<file path="src/rtl/sync_edge_filter_pkg.sv">
// sync_edge_pkg: shared event-mode encoding and parameter limits for sync_edge_filter
package sync_edge_pkg;

    typedef enum logic [1:0] {
        EDGE_NONE = 2'd0,
        EDGE_RISE = 2'd1,
        EDGE_FALL = 2'd2,
        EDGE_BOTH = 2'd3
    } edge_mode_e;

    localparam int MIN_SYNC_STAGES   = 2;
    localparam int MIN_FILTER_CYCLES = 0;
    localparam int MIN_CHANNELS      = 1;

    // Counter must hold 0..FilterCycles; a zero-length filter still needs one bit.
    function automatic int cnt_width(input int filter_cycles);
        return (filter_cycles > 0) ? $clog2(filter_cycles + 1) : 1;
    endfunction

endpackage

</file>
<file path="src/rtl/sync_edge_filter_chan.sv">
// sync_edge_filter_chan: one channel - synchroniser, debounce counter, stable level, edge pulses, optional sticky flag (SYNC_EDGE_FILTER_STICKY_EN)
module sync_edge_filter_chan
    import sync_edge_pkg::*;
#(
    parameter int   SyncStages   = 2,
    parameter int   FilterCycles = 3,
    parameter logic ResetLevel   = 1'b0
) (
    input  logic       clk_i,
    input  logic       rst_i,
    input  logic       en_i,
    input  logic       serial_i,
    input  edge_mode_e mode_i,
    input  logic       clr_i,
    output logic       stable_o,
    output logic       r_edge_o,
    output logic       f_edge_o,
    output logic       event_o,
    output logic       pending_o
);

    localparam int CntW = cnt_width(FilterCycles);

    logic [SyncStages-1:0] sync_q, sync_d;
    logic [CntW-1:0]       cnt_q, cnt_d;
    logic                  stable_q, stable_d;
    logic                  r_q, r_d, f_q, f_d;
    logic                  mismatch, flip;

    // Next state: a new level must survive FilterCycles extra enabled samples before it is accepted.
    always_comb begin
        mismatch = sync_q[SyncStages-1] != stable_q;
        flip     = mismatch && (cnt_q == CntW'(FilterCycles));
        sync_d   = en_i ? {sync_q[SyncStages-2:0], serial_i} : sync_q;
        cnt_d    = !en_i ? cnt_q : (mismatch && !flip) ? cnt_q + 1'b1 : '0;
        stable_d = (en_i && flip) ? ~stable_q : stable_q;
        r_d      = en_i && flip && !stable_q;
        f_d      = en_i && flip && stable_q;
    end

    // State registers; reset restores the reset level without producing an edge.
    always_ff @(posedge clk_i) begin
        if (rst_i) begin
            sync_q   <= {SyncStages{ResetLevel}};
            cnt_q    <= '0;
            stable_q <= ResetLevel;
            r_q      <= 1'b0;
            f_q      <= 1'b0;
        end else begin
            sync_q   <= sync_d;
            cnt_q    <= cnt_d;
            stable_q <= stable_d;
            r_q      <= r_d;
            f_q      <= f_d;
        end
    end

    assign stable_o = stable_q;
    assign r_edge_o = r_q;
    assign f_edge_o = f_q;
    assign event_o  = ((mode_i == EDGE_RISE) && r_q) ||
                      ((mode_i == EDGE_FALL) && f_q) ||
                      ((mode_i == EDGE_BOTH) && (r_q || f_q));

`ifdef SYNC_EDGE_FILTER_STICKY_EN
    logic pending_q, pending_d;

    // Sticky flag: a new event beats a simultaneous clear; everything holds while disabled.
    always_comb pending_d = en_i ? (event_o || (pending_q && !clr_i)) : pending_q;

    // Pending register.
    always_ff @(posedge clk_i) begin
        if (rst_i) pending_q <= 1'b0;
        else       pending_q <= pending_d;
    end

    assign pending_o = pending_q;
`else
    // Clear input has no function without the sticky flag.
    logic unused_clr;
    assign unused_clr = clr_i;
    assign pending_o  = 1'b0;
`endif

endmodule

</file>
<file path="src/rtl/sync_edge_filter.sv">
// sync_edge_filter: multi-channel synchroniser, glitch filter and edge detector (sticky flags via SYNC_EDGE_FILTER_STICKY_EN)
module sync_edge_filter
    import sync_edge_pkg::*;
#(
    parameter int                     NumChannels  = 8,
    parameter int                     SyncStages   = 2,
    parameter int                     FilterCycles = 3,
    parameter logic [NumChannels-1:0] ResetValue   = '0
) (
    input  logic                     clk_i,
    input  logic                     rst_i,
    input  logic                     en_i,
    input  logic [NumChannels-1:0]   serial_i,
    input  logic [2*NumChannels-1:0] mode_i,
    input  logic [NumChannels-1:0]   clr_i,
    output logic [NumChannels-1:0]   stable_o,
    output logic [NumChannels-1:0]   r_edge_o,
    output logic [NumChannels-1:0]   f_edge_o,
    output logic [NumChannels-1:0]   event_o,
    output logic [NumChannels-1:0]   pending_o
);

    if (SyncStages < MIN_SYNC_STAGES) begin : g_bad_sync
        $error("sync_edge_filter: SyncStages must be >= %0d", MIN_SYNC_STAGES);
    end
    if (NumChannels < MIN_CHANNELS) begin : g_bad_chan
        $error("sync_edge_filter: NumChannels must be >= %0d", MIN_CHANNELS);
    end
    if (FilterCycles < MIN_FILTER_CYCLES) begin : g_bad_filt
        $error("sync_edge_filter: FilterCycles must be >= %0d", MIN_FILTER_CYCLES);
    end

    for (genvar g = 0; g < NumChannels; g++) begin : g_chan
        sync_edge_filter_chan #(
            .SyncStages  (SyncStages),
            .FilterCycles(FilterCycles),
            .ResetLevel  (ResetValue[g])
        ) u_chan (
            .clk_i    (clk_i),
            .rst_i    (rst_i),
            .en_i     (en_i),
            .serial_i (serial_i[g]),
            .mode_i   (edge_mode_e'(mode_i[2*g +: 2])),
            .clr_i    (clr_i[g]),
            .stable_o (stable_o[g]),
            .r_edge_o (r_edge_o[g]),
            .f_edge_o (f_edge_o[g]),
            .event_o  (event_o[g]),
            .pending_o(pending_o[g])
        );
    end

endmodule

</file>
<file path="config.mk">
export PLATFORM = sky130hd
export DESIGN_NAME = sync_edge_filter
export DESIGN_NICKNAME = d
export VERILOG_FILES = /design/src/rtl/sync_edge_filter_pkg.sv /design/src/rtl/sync_edge_filter_chan.sv /design/src/rtl/sync_edge_filter.sv
export SDC_FILE = /design/constraint.sdc
export NUM_CORES = 1
export LEC_CHECK = 0
export CAP_MARGIN = 20
export CELL_PAD_IN_SITES_DETAIL_PLACEMENT = 0
export CELL_PAD_IN_SITES_GLOBAL_PLACEMENT = 1
export CORE_MARGIN = 8
export CORE_UTILIZATION = 40
export DETAILED_ROUTE_END_ITERATION = 12
export PLACE_DENSITY = 0.94
export SYNTH_ARGS = -nofsm -noshare
export SYNTH_HDL_FRONTEND = slang
export SYNTH_SLANG_ARGS = --single-unit
export TNS_END_PERCENT = 5
</file>
<file path="constraint.sdc">
create_clock -name clk_i -period 2.6 [get_ports clk_i]
set_input_delay 0.39 -clock clk_i [delete_from_list [all_inputs] [get_ports clk_i]]
set_output_delay 0.39 -clock clk_i [all_outputs]
set_load 0.02 [all_outputs]
</file>
======== Yosys cells after proc, flatten, opt, wreduce, memory -nomap -nowiden ========
Cells that the tools add are included.
storage, ports and cells
  register bits ........................... 56
  output and inout bits ................... 40
operators by class
  eq/ne operators ......................... 40
  reduce and logical (&&, ||, !) cells .... 104
  bitwise logic cells ..................... 8
  muxes and demuxes ....................... 8
  add/sub/neg operators ................... 8
operators by type and width
  kind                                           number
  logical AND 1 bit                              64
  == test 2 bit, second input constant           24
  logical OR 1 bit                               24
  adder 2 x 1 -> 2 bit, second input constant    8
  == test 2 x 1 -> 1 bit, second input constant  8
  logical NOT 1 bit                              16
  2-to-1 mux 2 bit                               8
  inequality test 1 bit                          8
  inverter 1 bit                                 8

======== Longest topological paths before layout ========
Gate-level depths: netlist of run 1.
  depth in word-level cells ............... 5
  gate-level depth with buffers ........... 5

======== Modules after synthesis ========
From an unflattened synthesis of run 1, not the netlist that was laid out.
unflattened totals
  cells, all modules ...................... 240
  area, all modules ....................... 2522.4 um2
modules (own cells, without submodules)
  module                 area each (um2)  cells an instance  seq. area each (um2)  times used
  sync_edge_filter_chan  315.3            30                 140.1                 8

======== Least setup slack after synthesis of run 1 ========
OpenSTA, ideal clock, no wires.
  path kind ............................... register to register
  start point ............................. register g_chan[4].u_chan.cnt_q[0]
  end point ............................... register g_chan[4].u_chan.cnt_q[0]
  library setup time ...................... 0.092 ns
  stages on the path, launching flop included .. 4
  slack ................................... 1.379 ns
  arrival ................................. 1.129 ns
  path buffers ............................ 0
  data required time ...................... 2.508 ns
  cell sequence ........................... dfxtp_1 -> ha_1 -> or4b_1 -> o32ai_1
on the way
  cells in the longest elaborated chain, start to end .. 5
  elaborated cells between the ends (all ways) .. 6
  classes of those cells .................. add/sub (1); eq/ne (1); mux (1); reduce/logical (3)
ends and longest elaborated chain
  item                      RTL line                     text
  start: declaration        sync_edge_filter_chan.sv:25  logic [CntW-1:0] cnt_q, cnt_d;
  start signal: assignment  sync_edge_filter_chan.sv:51  cnt_q <= cnt_d;
  == test 2 bit             sync_edge_filter_chan.sv:33  flip = mismatch && (cnt_q == CntW'(FilterCycles));
  logical AND 1 bit         sync_edge_filter_chan.sv:33
  logical NOT 1 bit         sync_edge_filter_chan.sv:35  cnt_d = !en_i ? cnt_q : (mismatch && !flip) ? cnt_q + 1'b1 : '0;
  logical AND 1 bit         sync_edge_filter_chan.sv:35
  2-to-1 mux 2 bit *        sync_edge_filter_chan.sv:35
Every way passes the cells marked *; elsewhere a longest branch is shown, timed or not.
A chain may end at the register's enable or synchronous reset.

======== Final worst setup path of run 1 ========
  start point ............................. input port mode_i[12]
  end point ............................... output port event_o[6]
on the way
  cells in the longest elaborated chain, start to end .. 4
  elaborated cells between the ends (all ways) .. 8
  classes of those cells .................. eq/ne (3); reduce/logical (5)
ends and longest elaborated chain
  item                                                            RTL line                                                  text
  start: declaration                                              sync_edge_filter.sv:14                                    input logic [2*NumChannels-1:0] mode_i,
  == test 2 x 1 -> 1 bit / == test 2 bit (equally long branches)  sync_edge_filter_chan.sv:61, sync_edge_filter_chan.sv:62
  logical AND 1 bit, on equally long branches                     sync_edge_filter_chan.sv:61, sync_edge_filter_chan.sv:62
  logical OR 1 bit                                                sync_edge_filter_chan.sv:61                               assign event_o = ((mode_i == EDGE_RISE) && r_q) ||
  logical OR 1 bit *                                              sync_edge_filter_chan.sv:62                               ((mode_i == EDGE_FALL) && f_q) ||
  end: declaration                                                sync_edge_filter.sv:19                                    output logic [NumChannels-1:0] event_o,
Marks and branches as above.

==> impl_table.tex, run 1 <==
\begin{tabular}{lr}
\hline
Metric & Value \\
\hline
\multicolumn{2}{l}{\textbf{Setup path}} \\
\quad Required time of the critical path & 2.21 ns \\
\quad Worst stage delay on the critical path & about 0.60 ns \\
\quad Critical path, cell by cell & clkdlybuf4s50\_1 > a22o\_1 > clkdlybuf4s50\_1 \\
\quad Max FO, Critical Path & 1 \\
\quad Critical Path Sink Type & primary output \\
\quad R2R cell count & 3 \\
\quad Arrival time at the worst endpoint & $\sim$1.6 ns \\
\quad Worst setup path category & in -> out \\
\quad CP max-delay cell & sky130\_fd\_sc\_hd\_\_clkdlybuf4s50\_1 \\
\quad Worst setup SP type & input port \\
\quad Most repeated library cell on the critical path & sky130\_fd\_sc\_hd\_\_clkdlybuf4s50\_1 \\
\multicolumn{2}{l}{\textbf{Synth}} \\
\quad Most frequent cells after synthesis & 56 x sky130\_fd\_sc\_hd\_\_dfxtp\_1, 40 x sky130\_fd\_sc\_hd\_\_buf\_4, 16 x sky130\_fd\_sc\_hd\_\_and4b\_1, 16 x sky130\_fd\_sc\_hd\_\_mux2i\_1, 16 x sky130\_fd\_sc\_hd\_\_nor2\_1 \\
\quad Synth Cell Area & $\sim$2700 sq um \\
\quad Average cell area after synthesis & between 10 and 15 sq um \\
\quad Number of flops mapped to enable cells by yosys & 0 \\
\quad Number of distinct standard cells referenced by the synthesized netlist & 26 \\
\quad Post-synthesis instance total & roughly 260 \\
\quad Synth Flop Type & sky130\_fd\_sc\_hd\_\_dfxtp\_1 \\
\quad Share of synthesized flip-flops with an asynchronous set or reset & 0\% \\
\quad Sequential fraction of the synthesis area & 41.1\% \\
\quad Total of flip-flops plus latches after synthesis & 56 \\
\quad Fraction of synthesized cell area taken by the top area cell type & slightly above 40\% \\
\quad Top area cells in the synthesized netlist & sky130\_fd\_sc\_hd\_\_dfxtp\_1 41\%, sky130\_fd\_sc\_hd\_\_buf\_4 11\%, sky130\_fd\_sc\_hd\_\_and4b\_1 5.9\%, sky130\_fd\_sc\_hd\_\_mux2i\_1 5.9\%, sky130\_fd\_sc\_hd\_\_o32ai\_1 4.2\% \\
\quad Yosys Warn Count & 0 \\
\quad Largest area contributor in the netlist & sky130\_fd\_sc\_hd\_\_dfxtp\_1 \\
\quad Most instantiated library cell after synthesis & sky130\_fd\_sc\_hd\_\_dfxtp\_1 \\
\multicolumn{2}{l}{\textbf{Power}} \\
\quad Largest vdd supply drop & roughly 0.23 mV \\
\quad Part of the total power dissipated in sequential elements & 56.5\% \\
\quad Net Sw Power & $\sim$340 uW \\
\quad Power per cell area & between 400 and 500 nW/um\^{}2 \\
\quad Comb power frac & 8.1\% \\
\quad Clock network power share & 35.4\% \\
\quad Fraction of power spent switching nets & a little over a fifth \\
\quad P\_leak & about 1.2 nW \\
\quad Internal & around 1.2 mW \\
\multicolumn{2}{l}{\textbf{Global route}} \\
\quad Pin count of the biggest net entering global routing & 30 \\
\quad Total Routing Usage GR & approximately 9.9\% \\
\quad Number of antenna violations at the first check in global routing & 0 \\
\quad First-pass GRT wire length & around 8000 um \\
\quad Number of global-route vias before repair & about 1700 \\
\quad Overflow left after global routing & 0 \\
\multicolumn{2}{l}{\textbf{Cells and area}} \\
\quad Antenna diodes & 0 \\
\quad Fill count & about 600 \\
\quad Nets@finish & 322 \\
\quad Area growth from synthesis to layout & 15.3\% \\
\quad Fraction of final layout cells with drive strength greater than 1 & 8.93\% \\
\multicolumn{2}{l}{\textbf{Place}} \\
\quad HPWL after DPL & roughly 3600 um \\
\quad Final weighted congestion of routability-driven global placement & approximately 0.68 \\
\quad I/O Buffers & 58 \\
\multicolumn{2}{l}{\textbf{Run}} \\
\quad Number of violations of the max-capacitance limit & 0 \\
\multicolumn{2}{l}{\textbf{STA}} \\
\quad Unrepaired setup endpoints after global routing & no \\
\quad Final cycle utilization of the critical path & between 70\% and 80\% \\
\quad Worst hold slack & $\sim$0.48 ns \\
\quad Worst Tran Pin Value & between 0.5 and 0.6 ns \\
\quad Hold Violations, Final & 0 \\
\quad Clock skew after layout & 0.00266 ns \\
\quad Period minus WS final & 2.00 ns \\
\quad FMAX & $\sim$500 MHz \\
\quad Number of max-slew violations in the final report & 0 \\
\quad Finish-stage setup viols & 0 \\
\quad Max-Slew Margin vs Limit & 62.5\% \\
\quad Total negative slack & 0 ns \\
\multicolumn{2}{l}{\textbf{Routing}} \\
\quad Via count & $\sim$1800 \\
\quad \# DRC & 0 \\
\quad Starting DRC count in detailed routing & 113 \\
\quad Total routed wirelength & approximately 4800 um \\
\quad Wire length per cell & roughly 13 um \\
\quad Average via count per standard cell & roughly 5.0 \\
\quad Antenna Nets Post-Route & 0 \\
\quad TritonRoute pass-1 iters & 4 \\
\multicolumn{2}{l}{\textbf{Hold path}} \\
\quad Cell count of the worst hold path & 2 \\
\quad Hold crit path type & reg -> reg \\
\multicolumn{2}{l}{\textbf{Die}} \\
\quad Std-Cell Core Area & approximately 6700 sq um \\
\quad Die area & slightly below 10000 sq um \\
\quad Die extent in y & $\sim$100 um \\
\quad Ports & 75 \\
\quad Die extent in x & around 100 um \\
\quad Number of placement rows & 30 \\
\quad Initial standard-cell utilization of the core & around 41\% \\
\multicolumn{2}{l}{\textbf{Clocking}} \\
\quad TritonCTS clock tree & yes \\
\quad Count of clock tree sinks & between 50 and 60 \\
\quad CTS HTree Levels & 2 \\
\quad Root Buffer Master & sky130\_fd\_sc\_hd\_\_clkbuf\_8 \\
\quad Clock-pin slew on the worst setup and hold paths & 0.09 ns \\
\quad Post-cts resize count & 0 \\
\quad Worst-Skew Late Latency & approximately 0.30 ns \\
\quad Number of hold-repair buffers added at the cts stage & 0 \\
\quad Setup repair bufs after CTS & 0 \\
\quad Buffers from clock root to sink, at most & 2 \\
\quad Number of buffers inserted during clock tree synthesis & 5 \\
\multicolumn{2}{l}{\textbf{Outcome}} \\
\quad Outcome & complete, no violations \\
\hline
\end{tabular}
## cell type report
cell class	count	area [sq um]	area share (%)
Clock inverter	3	42.5	1.35
Sequential cell	56	1120	35.7
Timing Repair Buffer	63	621	19.7
Inverter	13	48.8	1.55
Tap cell	80	100	3.18
Clock buffer	5	68.8	2.19
Multi-Input combinational cell	140	1140	36.3
## worst paths after layout
kind / startpoint / slack [ns] / endpoint
worst max register to register: g_chan[7].u_chan.cnt_q[0] / 1.27 / g_chan[7].u_chan.cnt_q[0]
worst max-delay path: mode_i[12] / 0.60 / event_o[6]
worst min register to register: g_chan[7].u_chan.cnt_q[1] / 0.48 / g_chan[7].u_chan.cnt_q[1]
worst min-delay path: g_chan[7].u_chan.cnt_q[1] / 0.48 / g_chan[7].u_chan.cnt_q[1]
## metrics by stage
step	power [mW]	util [%]	cells	setup WS [ns]	instance area (sq um)
floorplan	0.995	-	263	1.38	2750
global placement	1.02	45.4	352	0.633	3030
detailed placement	1.03	45.4	352	0.603	3030
CTS	1.59	47.1	360	0.599	3140
global route	1.63	47.1	360	0.584	3140
finish	1.56	47.1	360	0.604	3140
## registers in the layout, summed over array words and instances, names as in the netlist
name                    count
g_chan.u_chan.stable_o      8
g_chan.u_chan.r_edge_o      8
g_chan.u_chan.cnt_q        16
g_chan.u_chan.sync_q       16
g_chan.u_chan.f_edge_o      8
## layout by cell type, fill, tap and decap left out, types with 3 or more instances in the layout
cell and instances:
sky130_fd_sc_hd__a21bo_2 8, sky130_fd_sc_hd__ha_1 8, sky130_fd_sc_hd__clkdlybuf4s50_1 56, sky130_fd_sc_hd__or3b_1 3
sky130_fd_sc_hd__and4b_1 16, sky130_fd_sc_hd__nor2_1 16, sky130_fd_sc_hd__a22o_1 8, sky130_fd_sc_hd__nand3_1 8
sky130_fd_sc_hd__or4b_1 8, sky130_fd_sc_hd__nand4bb_1 5, sky130_fd_sc_hd__inv_1 13, sky130_fd_sc_hd__a21oi_1 8
sky130_fd_sc_hd__conb_1 8, sky130_fd_sc_hd__o32ai_1 13, sky130_fd_sc_hd__buf_4 4, sky130_fd_sc_hd__mux2i_1 16
sky130_fd_sc_hd__xnor2_1 8, sky130_fd_sc_hd__clkbuf_8 5, sky130_fd_sc_hd__dfxtp_1 56
## metal layers
layer | track usage, % | share of wire [%]
met1 | 11.3 | 47
met5 | 0 | 0
met4 | 4.96 | 1.9
met2 | 16.0 | 44
met3 | 3.24 | 6.3
## cell families after synthesis
| family | synth area share [%] |
|---|---|
| buffers and inverters | 18.0 |
| AND/OR/NAND/NOR | 16.3 |
| flip-flops | 41.1 |
| AO/OA/AOI/OAI | 12.4 |
| multiplexers | 5.87 |
| adder cells (fa/ha/maj) | 3.67 |
| XOR/XNOR | 2.57 |
| other | 0.137 |
## power groups by stage
stage,logic [mW],clock network [mW],registers (mW)
6_report,0.126,0.553,0.882
5_1_grt,0.136,0.607,0.885
4_1_cts,0.127,0.577,0.882
3_5_place_dp,0.126,0,0.902
3_3_place_gp,0.122,0,0.901
2_1_floorplan,0.0967,0,0.899
## worst max-delay path: cells and delay by family
kind / cells / cell delay, ns
buf+inv: 2 / 1.07
compound gates: 1 / 0.14
No activity file was read; power rests on OpenSTA's default activity.
==> inputs of run 2 (changes only) <==
--- a/config.mk
+++ b/config.mk
@@ -9,9 +9,9 @@
 export CELL_PAD_IN_SITES_DETAIL_PLACEMENT = 0
 export CELL_PAD_IN_SITES_GLOBAL_PLACEMENT = 1
 export CORE_MARGIN = 8
-export CORE_UTILIZATION = 40
+export CORE_UTILIZATION = 37
 export DETAILED_ROUTE_END_ITERATION = 12
-export PLACE_DENSITY = 0.94
+export PLACE_DENSITY = 0.88
 export SYNTH_ARGS = -nofsm -noshare
 export SYNTH_HDL_FRONTEND = slang
 export SYNTH_SLANG_ARGS = --single-unit
==> constraint.sdc (replaced) <==
create_clock -name clk_i -period 1.97 [get_ports clk_i]
set_input_delay 0.2955 -clock clk_i [delete_from_list [all_inputs] [get_ports clk_i]]
set_output_delay 0.2955 -clock clk_i [all_outputs]
set_load 0.02 [all_outputs]
==> run 2 against run 1 <==
Utilization decreased by 2.9 points. Power increased by 32%. Combinational power increased by 36%. Final cell count increased by 6.1%. Flip-flop and latch count unchanged. Critical path depth unchanged. Largest cell class unchanged. Largest power group unchanged. Highest routed layer unchanged.
==> impl_table.tex, run 2 (synthesized netlist as in run 1, its figures left out) <==
\begin{tabular}{lr}
\hline
Metric & Value \\
\hline
\multicolumn{2}{l}{\textbf{Clocking}} \\
\quad Setup repair bufs after CTS & 0 (unchanged) \\
\quad Worst-Skew Late Latency & 0.30 ns (about the same) \\
\quad Number of hold-repair buffers added at the cts stage & 0 (unchanged) \\
\quad Buffers from clock root to sink, at most & 2 (unchanged) \\
\quad Clock-pin slew on the worst setup and hold paths & 0.09 ns (about the same) \\
\quad Number of buffers inserted during clock tree synthesis & 5 (unchanged) \\
\quad Post-cts resize count & 0 (unchanged) \\
\quad CTS HTree Levels & 2 (unchanged) \\
\quad Count of clock tree sinks & 56 (unchanged) \\
\quad TritonCTS clock tree & yes \\
\quad Root Buffer Master & sky130\_fd\_sc\_hd\_\_clkbuf\_8 \\
\multicolumn{2}{l}{\textbf{Setup path}} \\
\quad Worst setup path category & in -> out \\
\quad Most repeated library cell on the critical path & sky130\_fd\_sc\_hd\_\_clkdlybuf4s50\_1 \\
\quad Worst stage delay on the critical path & 0.60 ns (about the same) \\
\quad Max FO, Critical Path & 1 (unchanged) \\
\quad Worst setup SP type & input port \\
\quad Arrival time at the worst endpoint & 1.49 ns (-0.12 ns) \\
\quad Critical path, cell by cell & clkdlybuf4s50\_1 > a22o\_1 > clkdlybuf4s50\_1 \\
\quad CP max-delay cell & sky130\_fd\_sc\_hd\_\_clkdlybuf4s50\_1 \\
\quad Flop-to-flop setup slack & 0.66 ns (-0.61 ns) \\
\quad Required time of the critical path & 1.67 ns (-0.54 ns) \\
\quad Critical Path Sink Type & primary output \\
\multicolumn{2}{l}{\textbf{Power}} \\
\quad Fraction of power spent switching nets & 21.6\% (-0.23 points) \\
\quad Part of the total power dissipated in sequential elements & 56.5\% (about the same) \\
\quad P\_leak & 1.24 nW (+1.3\%) \\
\quad Net Sw Power & 445 uW (+31\%) \\
\quad Internal & 1.62 mW (+32\%) \\
\quad Comb power frac & 8.3\% (+0.2 points) \\
\quad Power, Total & 2.06 mW (+32\%) \\
\quad Largest vdd supply drop & 0.356 mV (+52\%) \\
\quad Clock network power share & 35.2\% (-0.2 points) \\
\quad Power per cell area & 647 nW/um\^{}2 (+30\%) \\
\multicolumn{2}{l}{\textbf{Die}} \\
\quad Die extent in y & 102 um (+3.3\%) \\
\quad Die extent in x & 102 um (+3.3\%) \\
\quad Std-Cell Core Area & 7210 sq um (+8.0\%) \\
\quad Die area & 10400 sq um (+6.8\%) \\
\quad Initial standard-cell utilization of the core & 37.8\% (-3.0 points) \\
\quad Number of placement rows & 31 (+3.3\%) \\
\quad Ports & 75 (unchanged) \\
\multicolumn{2}{l}{\textbf{Routing}} \\
\quad Total routed wirelength & 4850 um (+1.7\%) \\
\quad Wire length per cell & 12.7 um (-4.2\%) \\
\quad Starting DRC count in detailed routing & 39 (-65\%) \\
\quad \# DRC & 0 (unchanged) \\
\quad Antenna Nets Post-Route & 0 (unchanged) \\
\quad Average via count per standard cell & 4.79 (-3.9\%) \\
\quad Via count & 1830 (+2.0\%) \\
\quad TritonRoute pass-1 iters & 4 (unchanged) \\
\multicolumn{2}{l}{\textbf{STA}} \\
\quad Finish-stage setup viols & 0 (unchanged) \\
\quad Worst hold slack & 0.263 ns (-0.219 ns) \\
\quad Total negative slack & 0 ns (unchanged) \\
\quad Hold Violations, Final & 0 (unchanged) \\
\quad Number of max-slew violations in the final report & 0 (unchanged) \\
\quad Final cycle utilization of the critical path & between 90 and 100\% \\
\quad Max-Slew Margin vs Limit & 64.8\% (+2.4 points) \\
\quad Period minus WS final & about 1.8 ns \\
\quad Minimum setup slack in the final design & 0.189 ns (-0.415 ns) \\
\quad Unrepaired setup endpoints after global routing & no \\
\quad FMAX & around 560 MHz \\
\quad Worst Tran Pin Value & 0.527 ns (-0.0355 ns) \\
\quad Clock skew after layout & 0.00537 ns (+0.00271 ns) \\
\multicolumn{2}{l}{\textbf{Cells and area}} \\
\quad Nets@finish & 325 (+0.93\%) \\
\quad Area of combinational cells with multiple inputs & 1140 sq um (unchanged) \\
\quad Fill count & 715 (+19\%) \\
\quad Area of all sequential standard cells & 1120 sq um (unchanged) \\
\quad Area growth from synthesis to layout & 16.8\% \\
\quad Antenna diodes & 0 (unchanged) \\
\quad Biggest registers after layout & g\_chan.u\_chan.cnt\_q x16, g\_chan.u\_chan.sync\_q x16 \\
\quad Commonest non-fill, non-tap cells in the layout & 56 x sky130\_fd\_sc\_hd\_\_dfxtp\_1, 56 x sky130\_fd\_sc\_hd\_\_clkdlybuf4s50\_1, 16 x sky130\_fd\_sc\_hd\_\_mux2i\_1, 16 x sky130\_fd\_sc\_hd\_\_nor2\_1, 16 x sky130\_fd\_sc\_hd\_\_and4b\_1 \\
\quad Fraction of final layout cells with drive strength greater than 1 & 9.54\% (+0.61 points) \\
\multicolumn{2}{l}{\textbf{Place}} \\
\quad I/O Buffers & 58 (unchanged) \\
\quad HPWL after DPL & 3610 um (+0.42\%) \\
\quad Pre-CTS WS & 0.173 ns (-0.430 ns) \\
\quad Final weighted congestion of routability-driven global placement & 0.646 (-5.7\%) \\
\multicolumn{2}{l}{\textbf{Global route}} \\
\quad Overflow left after global routing & 0 (unchanged) \\
\quad First-pass GRT wire length & 7600 um (-3.8\%) \\
\quad Pin count of the biggest net entering global routing & 36 (+20\%) \\
\quad Number of global-route vias before repair & 1722 (+0.53\%) \\
\quad Total Routing Usage GR & 9.05\% (-0.81 points) \\
\quad Number of antenna violations at the first check in global routing & 0 (unchanged) \\
\multicolumn{2}{l}{\textbf{Hold path}} \\
\quad Hold crit path type & in -> reg \\
\multicolumn{2}{l}{\textbf{Outcome}} \\
\quad Outcome & complete, no violations \\
\multicolumn{2}{l}{\textbf{Run}} \\
\quad Number of violations of the max-capacitance limit & 0 (unchanged) \\
\hline
\end{tabular}
[run 2: worst paths after layout]
check | from | to | depth (start not counted)
setup / recovery | mode_i[0] | event_o[0] | 3
hold / removal | rst_i | g_chan[5].u_chan.sync_q[1] | 2
setup reg to reg | g_chan[2].u_chan.cnt_q[0] | g_chan[2].u_chan.cnt_q[0] | 3
hold reg to reg | g_chan[1].u_chan.cnt_q[1] | g_chan[1].u_chan.cnt_q[1] | 2
[run 2: critical path: cells and delay by family]
family / cells / cell delay, ns
buffers and inverters: 2 / 1.06
AOI/OAI and AO/OA: 1 / 0.13
[run 2: area by class of cell]
type	count	share of cell area [%]
inverter	13	1.53
tap	99	3.89
clock buffer	6	2.28
sequential	56	35.2
timing repair buffer	66	20.2
clock inverter	2	1.10
multi-input combinational	140	35.8
[run 2: per-layer routing]
| layer | part of all wire (%) | wire, um | vias up | track usage (%) |
|---|---|---|---|---|
| li1 | - | - | 927 | - |
| met1 | 44 | 2150 | 857 | 10.4 |
| met2 | 47 | 2260 | 41 | 15.3 |
| met3 | 8.0 | 389 | 5 | 3.07 |
| met4 | 0.91 | 44 | 0 | 3.05 |
| met5 | 0 | 0 | - | 0 |
[run 2: power by group through the flow]
| stage | Combinational (mW) | Sequential, mW | Clock [mW] |
|---|---|---|---|
| after floorplan | 0.128 | 1.19 | 0 |
| after global placement | 0.168 | 1.19 | 0 |
| after detailed placement | 0.172 | 1.19 | 0 |
| after CTS | 0.173 | 1.16 | 0.755 |
| after global routing | 0.187 | 1.17 | 0.802 |
| final | 0.171 | 1.16 | 0.727 |
[run 2: per-stage QoR]
stage	util, %	instances	cell area (sq um)
after floorplan	-	263	2750
after CTS	44.2	382	3190
after global placement	42.7	374	3080
after detailed placement	42.7	374	3080
final	44.2	382	3190
after global routing	44.2	382	3190
==> inputs of run 3 (changes only) <==
--- a/config.mk
+++ b/config.mk
@@ -5,12 +5,12 @@
 export SDC_FILE = /design/constraint.sdc
 export NUM_CORES = 1
 export LEC_CHECK = 0
-export CAP_MARGIN = 20
 export CELL_PAD_IN_SITES_DETAIL_PLACEMENT = 0
 export CELL_PAD_IN_SITES_GLOBAL_PLACEMENT = 1
 export CORE_MARGIN = 8
 export CORE_UTILIZATION = 37
 export DETAILED_ROUTE_END_ITERATION = 12
+export GPL_TIMING_DRIVEN = 0
 export PLACE_DENSITY = 0.88
 export SYNTH_ARGS = -nofsm -noshare
 export SYNTH_HDL_FRONTEND = slang
==> run 3 against run 2 <==
Global-route usage is 2.2 points higher. Maximum frequency is 5.6% lower. Critical path type unchanged. Combinational power is 23% higher. Highest routed layer unchanged. Die area is the same. Largest cell class unchanged. Clock skew hardly changed. Utilization up 5.0 points. First-iteration DRC count increased by 74%. Via count up 13%.
==> impl_table.tex, run 3 (synthesized netlist as in run 1, its figures left out) <==
\begin{tabular}{lr}
\hline
Metric & Value \\
\hline
\multicolumn{2}{l}{\textbf{Setup path}} \\
\quad R2R cell count & 3 (unchanged) \\
\quad Worst r2r dst & g\_chan[0].u\_chan.cnt\_q[0] \\
\quad Required time of the critical path & 1.67 ns (about the same) \\
\quad Max FO, Critical Path & 1 (unchanged) \\
\quad Flop-to-flop setup slack & 0.62 ns (-0.04 ns) \\
\quad Arrival time at the worst endpoint & 1.59 ns (+0.10 ns) \\
\quad Worst setup path category & in -> out \\
\quad Crit Reg-Reg Startpoint & g\_chan[0].u\_chan.cnt\_q[0] \\
\quad Critical Path Sink Type & primary output \\
\quad Worst setup SP type & input port \\
\multicolumn{2}{l}{\textbf{STA}} \\
\quad FMAX & 530 MHz (-5.6\%) \\
\quad Period minus WS final & 1.89 ns (+0.106 ns) \\
\quad Final cycle utilization of the critical path & 95.8\% (+5.4 points) \\
\quad Total negative slack & 0 ns (unchanged) \\
\quad Clock skew after layout & 0.00488 ns (-0.000485 ns) \\
\quad Number of max-slew violations in the final report & 0 (unchanged) \\
\quad Max-Slew Margin vs Limit & 61.8\% (-3.1 points) \\
\quad Unrepaired setup endpoints after global routing & no \\
\quad Hold Violations, Final & 0 (unchanged) \\
\quad Worst hold slack & 0.485 ns (+0.222 ns) \\
\quad Minimum setup slack in the final design & 0.0834 ns (-0.106 ns) \\
\quad Finish-stage setup viols & 0 (unchanged) \\
\quad Worst Tran Pin Value & 0.573 ns (+0.0458 ns) \\
\multicolumn{2}{l}{\textbf{Power}} \\
\quad Largest vdd supply drop & 0.325 mV (-8.7\%) \\
\quad Fraction of power spent switching nets & 23.3\% (+1.7 points) \\
\quad Internal & 1.55 mW (-4.1\%) \\
\quad Part of the total power dissipated in sequential elements & 57.7\% (+1.2 points) \\
\quad Clock network power share & 32.0\% (-3.2 points) \\
\quad Power, Total & 2.02 mW (-2.0\%) \\
\quad Net Sw Power & 470 uW (+5.6\%) \\
\quad Comb power frac & 10.4\% (+2.1 points) \\
\quad P\_leak & 1.48 nW (+19\%) \\
\quad Power per cell area & 569 nW/um\^{}2 (-12\%) \\
\multicolumn{2}{l}{\textbf{Cells and area}} \\
\quad Fraction of final layout cells with drive strength greater than 1 & 20.7\% (+11 points) \\
\quad Final core area utilization & 49.2\% (+5.0 points) \\
\quad Area growth from synthesis to layout & 30.1\% \\
\quad Most frequent standard cell in the layout excluding fill and tap cells & sky130\_fd\_sc\_hd\_\_clkdlybuf4s50\_1 \\
\quad Commonest non-fill, non-tap cells in the layout & 58 x sky130\_fd\_sc\_hd\_\_clkdlybuf4s50\_1, 56 x sky130\_fd\_sc\_hd\_\_dfxtp\_1, 40 x sky130\_fd\_sc\_hd\_\_buf\_4 \\
\quad Nets@finish & 371 (+14\%) \\
\quad Antenna diodes & 0 (unchanged) \\
\quad Fill count & 692 (-3.2\%) \\
\quad Biggest registers after layout & g\_chan.u\_chan.cnt\_q x16, g\_chan.u\_chan.sync\_q x16 \\
\multicolumn{2}{l}{\textbf{Clocking}} \\
\quad Root Buffer Master & sky130\_fd\_sc\_hd\_\_clkbuf\_8 \\
\quad Clock-pin slew on the worst setup and hold paths & 0.09 ns (about the same) \\
\quad Worst-Skew Late Latency & 0.31 ns (about the same) \\
\quad Number of hold-repair buffers added at the cts stage & 0 (unchanged) \\
\quad Buffers from clock root to sink, at most & 2 (unchanged) \\
\quad Post-cts resize count & 0 (unchanged) \\
\quad CTS HTree Levels & 2 (unchanged) \\
\quad Count of clock tree sinks & 56 (unchanged) \\
\quad TritonCTS clock tree & yes \\
\quad Number of buffers inserted during clock tree synthesis & 5 (unchanged) \\
\quad Setup repair bufs after CTS & 0 (unchanged) \\
\multicolumn{2}{l}{\textbf{Hold path}} \\
\quad Hold path startpoint & g\_chan[7].u\_chan.cnt\_q[1] \\
\quad Hold crit path type & reg -> reg \\
\quad Hold worst-path end & g\_chan[7].u\_chan.cnt\_q[1] \\
\quad Cell count of the worst hold path & 2 (unchanged) \\
\multicolumn{2}{l}{\textbf{Run}} \\
\quad Number of violations of the max-capacitance limit & 0 (unchanged) \\
\multicolumn{2}{l}{\textbf{Die}} \\
\quad Ports & 75 (unchanged) \\
\quad Die extent in x & 102 um (unchanged) \\
\quad Die extent in y & 102 um (unchanged) \\
\quad Std-Cell Core Area & 7210 sq um (unchanged) \\
\quad Die area & 10400 sq um (unchanged) \\
\quad Number of placement rows & 31 (unchanged) \\
\quad Initial standard-cell utilization of the core & 37.8\% (unchanged) \\
\multicolumn{2}{l}{\textbf{Routing}} \\
\quad Wire length per cell & 13.8 um (+8.6\%) \\
\quad Average via count per standard cell & 4.82 (+0.71\%) \\
\quad Via count & 2065 (+13\%) \\
\quad Total routed wirelength & 5910 um (+22\%) \\
\quad TritonRoute pass-1 iters & 4 (unchanged) \\
\quad Antenna Nets Post-Route & 0 (unchanged) \\
\quad Starting DRC count in detailed routing & 68 (+74\%) \\
\quad \# DRC & 0 (unchanged) \\
\multicolumn{2}{l}{\textbf{Global route}} \\
\quad Overflow left after global routing & 0 (unchanged) \\
\quad Number of global-route vias before repair & 1948 (+13\%) \\
\quad Total Routing Usage GR & 11.3\% (+2.2 points) \\
\quad Number of antenna violations at the first check in global routing & 0 (unchanged) \\
\quad Pin count of the biggest net entering global routing & 16 (-56\%) \\
\quad First-pass GRT wire length & 9290 um (+22\%) \\
\multicolumn{2}{l}{\textbf{Place}} \\
\quad I/O Buffers & 58 (unchanged) \\
\quad HPWL after DPL & 4410 um (+22\%) \\
\quad Pre-CTS WS & 0.0352 ns (-0.138 ns) \\
\quad Final weighted congestion of routability-driven global placement & 0.750 (+16\%) \\
\multicolumn{2}{l}{\textbf{Outcome}} \\
\quad Outcome & complete, no violations \\
\hline
\end{tabular}
run 3: power groups by stage:
stage	logic, mW	registers (mW)	clock network, mW
after floorplan	0.128	1.19	0
after global placement	0.207	1.19	0
after detailed placement	0.209	1.19	0
after CTS	0.210	1.17	0.666
after global routing	0.227	1.17	0.712
final	0.210	1.17	0.646
run 3: layout make-up:
class	instances	area [sq um]	share of cell area [%]
inverter	13	48.8	1.38
tap	99	124	3.49
multi-input combinational	140	1140	32.2
sequential	56	1120	31.6
buffer	54	442	12.4
timing repair buffer	58	581	16.4
clock buffer	8	90.1	2.54
run 3: critical path, stage by stage:
cell and delay (ns):
sky130_fd_sc_hd__clkdlybuf4s50_1 0.47, sky130_fd_sc_hd__a22o_1 0.14, sky130_fd_sc_hd__buf_4 0.09, sky130_fd_sc_hd__clkdlybuf4s50_1 0.59
run 3: through the flow:
step                cells  area, sq um
global placement      420         3460
floorplan             263         2750
global route          428         3550
detailed placement    420         3460
finish                428         3550
CTS                   428         3550
run 3: how the worst max path moves through the flow:
stage                                          from                         to  slack (ns)  cells after the start
after CTS                                mode_i[12]                 event_o[6]        0.08                      4
final                                    mode_i[14]                 event_o[7]        0.08                      4
after global routing                     mode_i[14]                 event_o[7]        0.04                      4
after global placement                        rst_i  g_chan[6].u_chan.r_edge_o        0.04                      4
after detailed placement                      rst_i  g_chan[1].u_chan.r_edge_o        0.04                      4
after floorplan           g_chan[4].u_chan.cnt_q[0]  g_chan[4].u_chan.cnt_q[0]        0.75                      3
run 3: per-layer routing:
layer,routed length (um),vias to the layer above,track usage (%)
met1,2690,977,13.7
met3,382,6,2.86
met2,2780,60,19.5
met4,54,0,2.71
met5,0,-,0
li1,-,1022,-
